===== src/rtl/stream_mux_pkg.sv =====
// Shared types and helpers for the stream_mux_nx1 family (N:1 registered stream mux).
package stream_mux_pkg;

    typedef enum logic {MODE_FIXED, MODE_RR} mode_e;

    // Index width for a channel count; a single channel still needs one bit.
    function automatic int idx_width(input int n);
        return (n > 1) ? $clog2(n) : 1;
    endfunction

endpackage


===== src/rtl/stream_mux_if.sv =====
// Bundle of N producer streams, the select controls and the single consumer stream.
interface stream_mux_if #(
    parameter int WIDTH    = 8,
    parameter int CHANNELS = 8
) ();
    localparam int SEL_W = stream_mux_pkg::idx_width(CHANNELS);

    // valid/ready: a word moves on a rising clk edge where both valid and ready
    // are high; a producer holds valid and data stable until that edge.
    logic [CHANNELS*WIDTH-1:0] in_data;
    logic [CHANNELS-1:0]       in_valid;
    logic [CHANNELS-1:0]       in_ready;
    logic [SEL_W-1:0]          sel;
    logic                      rr_mode;
    logic [WIDTH-1:0]          out_data;
    logic                      out_valid;
    logic                      out_ready;
    logic [SEL_W-1:0]          out_chan;

    modport master (
        output in_data, in_valid, sel, rr_mode, out_ready,
        input  in_ready, out_data, out_valid, out_chan
    );

    modport slave (
        input  in_data, in_valid, sel, rr_mode, out_ready,
        output in_ready, out_data, out_valid, out_chan
    );

endinterface


===== src/rtl/stream_mux_rr_arbiter.sv =====
// Combinational rotate-priority arbiter: first requester after ptr, wrapping modulo CHANNELS.
module rr_arbiter
    import stream_mux_pkg::*;
#(
    parameter int  CHANNELS = 8,
    localparam int SEL_W    = idx_width(CHANNELS)
) (
    input  logic [CHANNELS-1:0] req,
    input  logic [SEL_W-1:0]    ptr,
    output logic [SEL_W-1:0]    gnt_idx,
    output logic                gnt_any
);

    int idx;

    // Searching ptr+1 .. ptr+CHANNELS makes ptr itself the lowest priority.
    always_comb begin
        gnt_idx = '0;
        gnt_any = 1'b0;
        idx     = 0;
        for (int i = 1; i <= CHANNELS; i++) begin
            idx = int'(ptr) + i;
            if (idx >= CHANNELS) idx = idx - CHANNELS;
            if (!gnt_any && req[SEL_W'(idx)]) begin
                gnt_any = 1'b1;
                gnt_idx = SEL_W'(idx);
            end
        end
    end

endmodule


===== src/rtl/stream_mux_nx1.sv =====
// N:1 stream mux with one output register stage; round-robin arbitration is
// compiled in only when STREAM_MUX_RR_EN is defined, otherwise fixed sel always applies.
module stream_mux_nx1
    import stream_mux_pkg::*;
#(
    parameter int WIDTH    = 8,
    parameter int CHANNELS = 8
) (
    input  logic        clk,
    input  logic        rst,
    stream_mux_if.slave bus
);

    localparam int              SEL_W    = idx_width(CHANNELS);
    localparam logic [0:0]      ST_EMPTY = 1'b0;
    localparam logic [0:0]      ST_FULL  = 1'b1;
    localparam logic [SEL_W:0]  CHAN_LIM = (SEL_W + 1)'(CHANNELS);

    logic [0:0]          state_q, state_d;
    logic [WIDTH-1:0]    data_q, data_d, sel_data;
    logic [SEL_W-1:0]    chan_q, chan_d, gnt_idx;
    logic                gnt_any, load_ok, accept, xfer_out;
    logic [CHANNELS-1:0] ready;

`ifdef STREAM_MUX_RR_EN
    mode_e            mode;
    logic [SEL_W-1:0] ptr_q, ptr_d, rr_idx;
    logic             rr_any;

    rr_arbiter #(.CHANNELS(CHANNELS)) u_arb (
        .req     (bus.in_valid),
        .ptr     (ptr_q),
        .gnt_idx (rr_idx),
        .gnt_any (rr_any)
    );

    assign mode = bus.rr_mode ? MODE_RR : MODE_FIXED;
`else
    logic rr_mode_unused;
    assign rr_mode_unused = bus.rr_mode;
`endif

    // Fixed mode grants sel even when that channel is idle; out-of-range sel grants nothing.
    always_comb begin
        gnt_idx = bus.sel;
        gnt_any = ({1'b0, bus.sel} < CHAN_LIM);
`ifdef STREAM_MUX_RR_EN
        if (mode == MODE_RR) begin
            gnt_idx = rr_idx;
            gnt_any = rr_any;
        end
`endif
    end

    assign load_ok  = (state_q == ST_EMPTY) || bus.out_ready;
    assign xfer_out = (state_q == ST_FULL) && bus.out_ready;

    // in_ready never depends on in_data; only the captured word does.
    always_comb begin
        ready    = '0;
        sel_data = '0;
        for (int k = 0; k < CHANNELS; k++) begin
            if (gnt_idx == SEL_W'(k)) begin
                ready[k] = gnt_any && load_ok && !rst;
                sel_data = bus.in_data[k*WIDTH +: WIDTH];
            end
        end
    end

    assign accept = |(ready & bus.in_valid);

    always_comb begin
        state_d = state_q;
        data_d  = data_q;
        chan_d  = chan_q;
        if (accept) begin
            state_d = ST_FULL;
            data_d  = sel_data;
            chan_d  = gnt_idx;
        end else if (xfer_out) begin
            state_d = ST_EMPTY;
        end
    end

    always_ff @(posedge clk) begin
        if (rst) begin
            state_q <= ST_EMPTY;
            data_q  <= '0;
            chan_q  <= '0;
        end else begin
            state_q <= state_d;
            data_q  <= data_d;
            chan_q  <= chan_d;
        end
    end

`ifdef STREAM_MUX_RR_EN
    // Reset ptr to the last channel so the first search begins at channel 0.
    assign ptr_d = (accept && mode == MODE_RR) ? gnt_idx : ptr_q;

    always_ff @(posedge clk) begin
        if (rst) ptr_q <= SEL_W'(CHANNELS - 1);
        else     ptr_q <= ptr_d;
    end
`endif

    assign bus.in_ready  = ready;
    assign bus.out_valid = (state_q == ST_FULL);
    assign bus.out_data  = data_q;
    assign bus.out_chan  = chan_q;

endmodule


===== src/flat_wrapper.sv =====
// flat-port wrapper written by rule: the top's interface ports become plain ports
module stream_mux_nx1_flat import stream_mux_pkg::*;
#(
    parameter int WIDTH    = 8,
    parameter int CHANNELS = 8
)
  (clk, rst, bus_in_data, bus_in_valid, bus_sel, bus_rr_mode, bus_out_ready, bus_in_ready, bus_out_data, bus_out_valid, bus_out_chan);
  stream_mux_if #(.WIDTH(WIDTH), .CHANNELS(CHANNELS)) bus_i ();
  input  logic clk;
  input  logic rst;
  input wire logic [$bits(bus_i.in_data)-1:0] bus_in_data;
  input wire logic [$bits(bus_i.in_valid)-1:0] bus_in_valid;
  input wire logic [$bits(bus_i.sel)-1:0] bus_sel;
  input wire logic [$bits(bus_i.rr_mode)-1:0] bus_rr_mode;
  input wire logic [$bits(bus_i.out_ready)-1:0] bus_out_ready;
  output wire logic [$bits(bus_i.in_ready)-1:0] bus_in_ready;
  output wire logic [$bits(bus_i.out_data)-1:0] bus_out_data;
  output wire logic [$bits(bus_i.out_valid)-1:0] bus_out_valid;
  output wire logic [$bits(bus_i.out_chan)-1:0] bus_out_chan;
  assign bus_i.in_data = bus_in_data;
  assign bus_i.in_valid = bus_in_valid;
  assign bus_i.sel = bus_sel;
  assign bus_i.rr_mode = bus_rr_mode;
  assign bus_i.out_ready = bus_out_ready;
  assign bus_in_ready = bus_i.in_ready;
  assign bus_out_data = bus_i.out_data;
  assign bus_out_valid = bus_i.out_valid;
  assign bus_out_chan = bus_i.out_chan;
  stream_mux_nx1 #(.WIDTH(WIDTH), .CHANNELS(CHANNELS)) u_core (.clk(clk), .rst(rst), .bus(bus_i));
endmodule

===== config.mk =====
export PLATFORM = sky130hd
export DESIGN_NAME = stream_mux_nx1_flat
export DESIGN_NICKNAME = d
export VERILOG_FILES = /design/src/rtl/stream_mux_pkg.sv /design/src/rtl/stream_mux_if.sv /design/src/rtl/stream_mux_rr_arbiter.sv /design/src/rtl/stream_mux_nx1.sv /design/src/flat_wrapper.sv
export SDC_FILE = /design/constraint.sdc
export NUM_CORES = 1
export LEC_CHECK = 0
export BUFFER_PORTS_ARGS = -buffer_cell sky130_fd_sc_hd__clkbuf_2
export CELL_PAD_IN_SITES_DETAIL_PLACEMENT = 0
export CELL_PAD_IN_SITES_GLOBAL_PLACEMENT = 1
export CORE_ASPECT_RATIO = 1.5
export CORE_MARGIN = 3
export CORE_UTILIZATION = 26
export CTS_BUF_LIST = sky130_fd_sc_hd__clkbuf_16
export CTS_CLUSTER_DIAMETER = 80
export DETAILED_ROUTE_END_ITERATION = 10
export PLACE_DENSITY = 0.88
export REMOVE_ABC_BUFFERS = 1
export SYNTH_ARGS = -nofsm -noshare
export SYNTH_HDL_FRONTEND = slang
export SYNTH_SLANG_ARGS = --single-unit

===== constraint.sdc =====
create_clock -name clk -period 1.8 [get_ports clk]
set_input_delay 0.27 -clock clk [delete_from_list [all_inputs] [get_ports clk]]
set_output_delay 0.27 -clock clk [all_outputs]
set_load 0.05 [all_outputs]

==> impl_metrics.tcl <==
set metrics [dict create \
    crit_path_cell_trace "a21oi_2 -> nand2_1 -> nor2_1 -> clkbuf_2" \
    r2r-end "u_core.bus.out_chan[2]" \
    p_per_area_mw_per_mm2 673.9 \
    cts_setup_buffers 0 \
    fin_tns_setup_ns 0 \
    leakage_uw 0.0009206 \
    ys_ff_latch 12 \
    core.rowCount 28 \
    ant_nets 0 \
    grt_setup_unrepaired "false" \
    drt_first_iter_violations 13 \
    synth.distinct_cells 22 \
    crit_start "u_core.bus.out_valid" \
    hold_end "u_core.bus.out_valid" \
    ir_drop_mv 0.4927 \
    power_uw 1160 \
    slowest_delay_ns 0.32 \
    start_util_pct 27.61 \
    numCtsBuffers 3 \
    period_needed_ns 1.609 \
    insertion_delay_ns 0.24 \
    clock_path_buffers 2 \
    synthXorXnorAreaFrac_pct 0 \
    p_int_uw 789.5 \
    r2r_cells 4 \
    ctsHtreeMaxLevel 1 \
    layout_common_cells "clkbuf_2, mux2i_1, mux4_2, dfxtp_1, nand2b_1" \
    routed.top_layer "met4" \
    post-route-period-util_pct 89.41 \
    syn_avg_cell_area_sq_um 12.22 \
    track_usage_pct 12.56 \
    whs_path_depth 4 \
    cts_tree "done" \
    synth_area_sq_mm 0.001112 \
    yosysWarnings 0 \
    clkPwrFrac_pct 34.5 \
    worst_path_max_delay_cell "dfxtp_1" \
    wl_met2_mm 1.574 \
    swShare_pct 31.95 \
    synth_top_family_by_area "multiplexers" \
    diodes 0 \
    clock_skew_ns 0.001381 \
    hp-class "input pin to flop" \
    layout_commonest_cell "clkbuf_2" \
    place_ws_ns 0.06761 \
    status "finished clean" \
    synth-async-reset-ratio_pct 0 \
    p_seq_share_pct 27.1 \
    core_area_sq_mm 0.004029 \
    synth-simple-area-share_pct 11.81 \
    hp-start "bus_out_ready" \
    synth_fa_ha_area_share_pct 0 \
    setup_viol 0 \
    combinationalPowerShare_pct 38.5 \
    wl_met1_mm 1.132 \
    syn_inst 91 \
    relSlewSlack_pct 74.60 \
    ff2ff_setup_slack_ns 0.61 \
    hold_viol 0 \
    ys_seq_area_share_pct 21.60 \
    drcViolationCount 0 \
    drive_gt1_share_pct 65.79 \
    antenna_found_initial 0 \
    routedWlPerCell_microns 13.04 \
    synth_mux_area_share_pct 54.11 \
    numPortBuffers 97 \
    layout.nets 271 \
    slew_viol_final 0 \
    cap_violations 0 \
    crit_type "flop to output pin" \
    crit_arrival_ns 1.34 \
    critPathRequiredTime_ns 1.53 \
    avgViaCountPerCell 4.826 \
    ys.flop_type "dfxtp_1" \
    endpoint_kind "output pin" \
    grt_max_degree 15 \
    dr_wl_met3_microns 323 \
    clk_pin_slew_ns 0.04 \
    fin_ws_ns 0.1906 \
    wl_mm 3.065 \
    grt_pass1_vias 1203 \
    startpoint_type "flop" \
    worst_pin_slew_ns 0.3811 \
    grt.overflow.total 0 \
    crit_fanout 4 \
    synth_compound_area_share_pct 5.287 \
    dieArea_sq_mm 0.005115 \
    cts-root-buf "clkbuf_16" \
    place.gp.congestion 0.7788 \
    num_vias 1134 \
    r2r-start "u_core.bus.out_valid" \
    dp_hpwl_mm 2.708 \
    grt_pass1_wl_mm 5.016 \
    fp.dieW_microns 59.41 \
    clock_sinks 12 \
    drt_pass1_iterations 4 \
    area_delta_synth_final_pct 54.78 \
    fmax_mhz 621.3 \
    cts_resized 0 \
    cts_hold_buf 0 \
    io_pins 99 \
    synth_edf_count 0 \
    power_switching_uw 370.7 \
    die_y_microns 86.11 \
]
power groups by stage:
| stage | Clock [uW] | Combinational [uW] | Sequential (uW) |
|---|---|---|---|
| after global placement | 0 | 449 | 318 |
| after floorplan | 0 | 167 | 426 |
| after global routing | 425 | 483 | 317 |
| final | 400 | 446 | 314 |
| after CTS | 414 | 455 | 314 |
| after detailed placement | 0 | 454 | 319 |
worst max-delay path: cells and delay by family (launching register included):
family	cells	cell delay (ns)
buffers and inverters	1	0.28
DFF	1	0.32
AOI/OAI and AO/OA	1	0.22
and+or+nand+nor	2	0.27
sequential cells by signal, summed over array words and instances, names as in the netlist:
register and cells:
u_core.bus.out_chan 3, u_core.bus.out_data 8, u_core.bus.out_valid 1
worst max-delay path by stage:
stage	to	slack, ns
finish	bus_in_ready[7]	0.19
global route	bus_in_ready[7]	0.06
CTS	bus_in_ready[1]	0.19
detailed placement	u_core.bus.out_data[3]	0.07
global placement	u_core.bus.out_data[3]	0.09
floorplan	bus_in_ready[0]	-0.003
area by class of cell:
| type | instances | area (sq um) |
|---|---|---|
| Fill cell | 385 | 2307 |
| Multi-Input combinational cell | 69 | 792.0 |
| Timing Repair Buffer | 104 | 550.5 |
| Sequential cell | 12 | 240.2 |
| Clock buffer | 3 | 75.07 |
| Tap cell | 45 | 56.30 |
| Inverter | 2 | 7.507 |
stage by stage:
stage / instance area [sq um] / hold slack (ns) / utilization, % / std cells
floorplan: 1040 / 0.3424 / - / 83
global placement: 1647 / 0.4618 / 40.87 / 232
detailed placement: 1647 / 0.4736 / 40.87 / 232
CTS: 1722 / 0.3757 / 42.73 / 235
global route: 1722 / 0.4024 / 42.73 / 235
finish: 1722 / 0.3772 / 42.73 / 235
routing by layer:
| metal | vias to the layer above | track usage, % |
|---|---|---|
| met3 | 5 | 2.560 |
| met5 | - | 0 |
| met2 | 67 | 22.89 |
| li1 | 553 | - |
| met1 | 509 | 14.13 |
| met4 | 0 | 3.711 |
logic make-up after synthesis:
logic type,after synthesis
simple gates,25
compound gates,6
flops,12
buf+inv,10
mux,38
Yosys cell counts (2+ instances only):
library cell | instances | area share [%]
nand2b_1 | 11 | 6.2
nor2_1 | 9 | 3.0
mux4_2 | 12 | 24
o22ai_2 | 2 | 2.2
mux4_1 | 4 | 9.4
mux2i_1 | 20 | 18
nor2b_1 | 2 | 1.1
inv_1 | 2 | 0.68
buf_6 | 5 | 5.1
dfxtp_1 | 12 | 22
No activity file was read; power rests on OpenSTA's default activity.
